### config.mk
export PLATFORM = sky130hd
export DESIGN_NAME = spc_stack_ctl
export DESIGN_NICKNAME = d
export VERILOG_FILES = /design/src/rtl/spc_stack_ctl.sv
export SDC_FILE = /design/constraint.sdc
export NUM_CORES = 1
export LEC_CHECK = 0
export CORE_UTILIZATION = 46
export CTS_CLUSTER_SIZE = 14
export DETAILED_ROUTE_END_ITERATION = 6
export GPL_ROUTABILITY_DRIVEN = 0
export GPL_TIMING_DRIVEN = 0
export PLACE_DENSITY = 0.92
export RECOVER_POWER = 25
export SLEW_MARGIN = 5
export SYNTH_ARGS = -nofsm -noshare
export SYNTH_HDL_FRONTEND = slang
export SYNTH_SLANG_ARGS = --single-unit
### constraint.sdc
create_clock -name CLK -period 3.3 [get_ports CLK]
set_input_delay 0.33 -clock CLK [delete_from_list [all_inputs] [get_ports CLK]]
set_output_delay 0.33 -clock CLK [all_outputs]
set_load 0.01 [all_outputs]
### src/rtl/spc_stack_ctl.sv
// -----------------------------------------------------------------------------
// spc_stack_ctl
// Controller for the 32x19 synchronous SPC (subroutine return) stack RAM.
// Owns the stack pointer and a cached top-of-stack register. It sequences RAM
// writes for push and replace-top, and RAM reads for pop. After reset it
// clears the whole RAM. The RAM has a registered read, so every pop is
// followed by one REFILL cycle with READY low. During that cycle the RAM
// output is loaded into TOS.
//
// Ports
//   CLK        clock, all state changes on posedge
//   RESET_N    synchronous active-low reset
//   PUSH/POP   commands, sampled only while READY=1 (both = replace top)
//   DATA_IN    push / replace data
//   CLR_FLAGS  clears the sticky OVF/UNF flags (a same-cycle set wins)
//   READY      controller accepts a command this cycle
//   TOS        registered top of stack
//   PTR        stack pointer (address of the top entry)
//   COUNT      number of valid entries, 0..32
//   EMPTY/FULL COUNT==0 / COUNT==32
//   OVF/UNF    sticky overflow (push while FULL) / underflow (pop while EMPTY)
//   RAM_*      RAM address, write data, read data, active-low WE and CE
// -----------------------------------------------------------------------------
module spc_stack_ctl #(
  parameter int AW = 5,
  parameter int DW = 19
) (
  input  logic          CLK,
  input  logic          RESET_N,
  input  logic          PUSH,
  input  logic          POP,
  input  logic [DW-1:0] DATA_IN,
  input  logic          CLR_FLAGS,
  output logic          READY,
  output logic [DW-1:0] TOS,
  output logic [AW-1:0] PTR,
  output logic [AW:0]   COUNT,
  output logic          EMPTY,
  output logic          FULL,
  output logic          OVF,
  output logic          UNF,
  output logic [AW-1:0] RAM_A,
  output logic [DW-1:0] RAM_DI,
  input  logic [DW-1:0] RAM_DO,
  output logic          RAM_WE_N,
  output logic          RAM_CE_N
);

  localparam int            DEPTH    = 2 ** AW;
  localparam logic [AW-1:0] ADDR_ONE = AW'(1);
  localparam logic [AW-1:0] ADDR_MAX = AW'(DEPTH - 1);
  localparam logic [AW:0]   CNT_ONE  = (AW + 1)'(1);
  localparam logic [AW:0]   CNT_FULL = (AW + 1)'(DEPTH);

  typedef enum logic [1:0] {
    ST_INIT   = 2'd0,
    ST_IDLE   = 2'd1,
    ST_REFILL = 2'd2
  } state_t;

  state_t        r_state;
  logic [AW-1:0] r_init_cnt;
  logic [AW-1:0] r_ptr;
  logic [AW:0]   r_count;
  logic [DW-1:0] r_tos;
  logic          r_ovf;
  logic          r_unf;

  logic          w_ready;
  logic          w_push_only;
  logic          w_pop_only;
  logic          w_replace;
  logic          w_full;
  logic          w_empty;
  logic          w_set_ovf;
  logic          w_set_unf;

  // Commands are only decoded while IDLE; anything else is ignored.
  assign w_ready     = (r_state == ST_IDLE);
  assign w_push_only = w_ready & PUSH & ~POP;
  assign w_pop_only  = w_ready & POP & ~PUSH;
  assign w_replace   = w_ready & PUSH & POP;
  assign w_full      = (r_count == CNT_FULL);
  assign w_empty     = (r_count == '0);
  assign w_set_ovf   = w_push_only & w_full;
  assign w_set_unf   = w_pop_only & w_empty;

  assign READY = w_ready;
  assign TOS   = r_tos;
  assign PTR   = r_ptr;
  assign COUNT = r_count;
  assign EMPTY = w_empty;
  assign FULL  = w_full;
  assign OVF   = r_ovf;
  assign UNF   = r_unf;

  // RAM strobes: the write or read happens on the same edge that accepts the command.
  always_comb begin
    RAM_CE_N = 1'b1;
    RAM_WE_N = 1'b1;
    RAM_A    = r_ptr;
    RAM_DI   = '0;
    if (!RESET_N) begin
      // Keep the RAM deselected while reset is applied.
      RAM_CE_N = 1'b1;
    end else begin
      case (r_state)
        ST_INIT: begin
          RAM_CE_N = 1'b0;
          RAM_WE_N = 1'b0;
          RAM_A    = r_init_cnt;
        end
        ST_IDLE: begin
          if (w_replace) begin
            RAM_CE_N = 1'b0;
            RAM_WE_N = 1'b0;
            RAM_A    = r_ptr;
            RAM_DI   = DATA_IN;
          end else if (w_push_only) begin
            RAM_CE_N = 1'b0;
            RAM_WE_N = 1'b0;
            RAM_A    = r_ptr + ADDR_ONE;
            RAM_DI   = DATA_IN;
          end else if (w_pop_only) begin
            // Read the entry below the one being popped so that it can become the new TOS.
            RAM_CE_N = 1'b0;
            RAM_A    = r_ptr - ADDR_ONE;
          end else begin
            RAM_CE_N = 1'b1;
          end
        end
        ST_REFILL: begin
          RAM_CE_N = 1'b1;
        end
        default: begin
          RAM_CE_N = 1'b1;
        end
      endcase
    end
  end

  // Controller state: RAM clear sweep, command execution, TOS refill, sticky flags.
  always_ff @(posedge CLK) begin
    if (!RESET_N) begin
      r_state    <= ST_INIT;
      r_init_cnt <= '0;
      r_ptr      <= '0;
      r_count    <= '0;
      r_tos      <= '0;
      r_ovf      <= 1'b0;
      r_unf      <= 1'b0;
    end else begin
      case (r_state)
        ST_INIT: begin
          r_init_cnt <= r_init_cnt + ADDR_ONE;
          if (r_init_cnt == ADDR_MAX) begin
            r_state <= ST_IDLE;
          end
        end
        ST_IDLE: begin
          if (w_replace) begin
            r_tos <= DATA_IN;
            if (w_empty) begin
              r_count <= CNT_ONE;
            end
          end else if (w_push_only) begin
            r_ptr <= r_ptr + ADDR_ONE;
            r_tos <= DATA_IN;
            // A push onto a full stack wraps and overwrites the oldest entry.
            if (!w_full) begin
              r_count <= r_count + CNT_ONE;
            end
          end else if (w_pop_only) begin
            // TOS keeps the popped value this cycle; the refill loads the new top.
            r_ptr   <= r_ptr - ADDR_ONE;
            r_state <= ST_REFILL;
            if (!w_empty) begin
              r_count <= r_count - CNT_ONE;
            end
          end
        end
        ST_REFILL: begin
          r_tos   <= RAM_DO;
          r_state <= ST_IDLE;
        end
        default: begin
          r_state    <= ST_INIT;
          r_init_cnt <= '0;
        end
      endcase
      // A set event in the same cycle takes priority over CLR_FLAGS.
      r_ovf <= w_set_ovf | (r_ovf & ~CLR_FLAGS);
      r_unf <= w_set_unf | (r_unf & ~CLR_FLAGS);
    end
  end

endmodule

==> impl_metrics.json <==
{
  "fin_cells": 481,
  "r2r_setup_slack_ps": 880,
  "cts_buffer_depth": 2,
  "ys_top_cells_by_area": "dfxtp_1 32%, mux2i_1 8.9%, nor2_1 7.3%",
  "crit_path_start": "PUSH",
  "crit_buf_inv": 4,
  "synth_cell_types": 49,
  "cts_setup_buffers": 0,
  "r2r_cells": 8,
  "first_pass_iters": 6,
  "area_delta_synth_final_pct": 49.37,
  "layout_common_cells": "76 x clkdlybuf4s50_1, 47 x nor2_1, 39 x dfxtp_1",
  "drcViolationCount": 0,
  "wire_per_inst_um": 14.98,
  "r2r_start": "r_state[0]",
  "total_power_w": 0.001764,
  "finClkSkew_ps": 6.134,
  "synthArstFlopShare_pct": 0,
  "synth_area_per_cell_sq_um": 8.104,
  "status": "finished, final reports clean",
  "syn_inst": 304,
  "p_leak_nw": 1.429,
  "setup_viol": 0,
  "crit_path_start_kind": "input port",
  "layout_setup_ws_ps": 114.1,
  "nets": 466,
  "grt_pass1_wl_mm": 11.47,
  "worstMarginPinSlew_ps": 734.4,
  "root_buffer": "clkbuf_8",
  "layout.cells.most_common": "clkdlybuf4s50_1",
  "fin_crit_ps": 3186,
  "rows": 26,
  "ir_drop_mv": 0.2422,
  "max_stage_delay_ps": 500,
  "antennaDiodeCount": 0,
  "worst-setup-path-type": "in -> out",
  "cp.required_ps": 2970,
  "ant_nets": 0,
  "viasPerCell": 5.486,
  "reg2reg_to": "TOS[12]",
  "rsz0062_at_grt": "no",
  "cp_common_cell": "clkdlybuf4s50_1",
  "grt_pass1_vias": 2489,
  "die_y_um": 75.18,
  "synth-seq-cells": 39,
  "h-tree-depth": 2,
  "clock_latency_ps": 300,
  "place_inst": 475,
  "hp-class": "reg -> reg",
  "port_buffers": 101,
  "slew_headroom_pct": 51.04,
  "routed_wl_mm": 7.203,
  "post-route-cell-area_sq_mm": 0.003680,
  "cts_buffers": 5,
  "tritoncts": "done",
  "crit_arrival_ps": 2860,
  "io_pins": 104,
  "synth-edff-count": 0,
  "crit_cells": 8,
  "core_region_area_sq_mm": 0.005140,
  "die_x_um": 75.18,
  "syn_nets": 359,
  "grt_use_total_pct": 26.95,
  "synthesis.area_sq_mm": 0.002464,
  "drt_iter0_drc": 219,
  "grt_max_degree": 13,
  "yosysSeqAreaShare_pct": 31.69,
  "crit_path_max_fanout": 10,
  "min_period_over_period_pct": 96.54,
  "floorplan.initialDensity_pct": 47.93,
  "max_cap_violations": 0,
  "drive_gt1_share_pct": 6.083,
  "fmax_mhz": 313.9,
  "crit_path_cell_trace": "clkdlybuf4s50_1, clkbuf_2, nand2b_1, o22ai_1, mux2_2, a222oi_1, inv_1, clkdlybuf4s50_1",
  "vias": 2639,
  "crit_slowest_cell": "clkdlybuf4s50_1",
  "place_area_sq_mm": 0.003562,
  "finalHoldViolCount": 0,
  "dp_slack_ps": -163.3,
  "crit_end": "RAM_A[3]",
  "hpwlAfterDp_mm": 5.539,
  "end_kind": "output port",
  "powerDensity_mw_per_mm2": 479.3,
  "slew_viol_final": 0,
  "grt-ovfl-total": 0,
  "yosysWarnings": 0,
  "yosys.area.top_type": "dfxtp_1",
  "cts.sink_count": 39,
  "synth-main-ff-cell": "dfxtp_1",
  "die-area_sq_mm": 0.005652,
  "antenna_found_initial": 0,
  "path_delay_family": "buffers and inverters",
  "cts_hold_buf": 0,
  "synth_top_area_share_pct": 31.69,
  "path_clk_slew_ps": 80,
  "tns_ps": 0
}
cells by family after synthesis:
family                   Yosys count  synth area share (%)
XOR/XNOR                          10                 3.555
buffers and inverters             37                 5.840
AO/OA/AOI/OAI                     70                 19.91
adder cells (fa/ha/maj)           12                 6.094
AND/OR/NAND/NOR                  112                 23.06
flip-flops                        39                 31.69
multiplexers                      24                 9.853
worst reg2reg max path, cell delays in order, from the launching register on:
cell	delay, ps
dfxtp_1	400
inv_1	100
ha_1	280
clkbuf_1	280
o21a_1	200
clkbuf_1	330
clkbuf_1	400
nor2_1	90
a211oi_1	240
per-stage QoR:
stage	util (%)	hold WS (ps)
after floorplan	-	449.8
after global placement	69.30	458.4
after detailed placement	69.30	472.1
after CTS	71.37	487.6
after global routing	71.59	514.1
final	71.59	484.1
cell type report:
cell class,instances,area [sq um]
Buffer,20,83.83
Clock inverter,2,37.54
Clock buffer,5,68.82
Inverter,16,60.06
Multi-Input combinational cell,228,1550
Sequential cell,39,780.7
Tap cell,70,87.58
Fill cell,392,1460
Timing Repair Buffer,101,1011
flip-flops by register name, indices dropped and copies added, names as in the netlist:
name and count:
r_init_cnt 5, OVF 1, r_state 2, PTR 5, UNF 1, TOS 19
COUNT 6
how the worst min path moves through the flow:
stage                              from  slack, ps  cells after the start            end
after detailed placement            UNF        470                      2            UNF
after global placement              UNF        460                      2            UNF
final                               UNF        480                      2            UNF
after CTS                 r_init_cnt[3]        490                      2  r_init_cnt[3]
after global routing      r_init_cnt[3]        510                      2  r_init_cnt[3]
after floorplan           r_init_cnt[3]        450                      2  r_init_cnt[3]
cell usage after synthesis, drive strengths merged (2+ instances only):
master  count
mux2        2
a31o        2
nor3        4
nand3       8
nor2       48
o211ai      2
a22oi       8
xnor2       6
a21o        2
a222oi      3
nand2      13
nand3b      4
dfxtp      39
a21oi      11
nand2b      2
or4         3
a211oi     22
ha         12
o21ai       9
nor2b       2
clkbuf     14
inv        15
mux2i      22
xor2        4
or3         3
and2       21
o22ai       3
buf         7
power by group:
part / leakage [nW] / total (W) / internal, W / switching, W
clock: 0.0502 / 0.000399 / 0.000221 / 0.000178
sequential: 0.315 / 0.000617 / 0.000555 / 0.0000613
combinational: 1.06 / 0.000748 / 0.000368 / 0.000380
repair_timing:
action | CTS | global route
gates resized for setup | 2 | 6
endpoints found under the hold margin | 0 | 0
endpoints found under the setup margin | 11 | 13
per-layer routing:
metal | routed length [um] | global-route usage (%)
met1 | 2784 | 31.09
met4 | 198 | 11.93
met5 | 0 | 0
met3 | 598 | 7.631
met2 | 3622 | 46.55
Power figures use the tool's default switching activity.
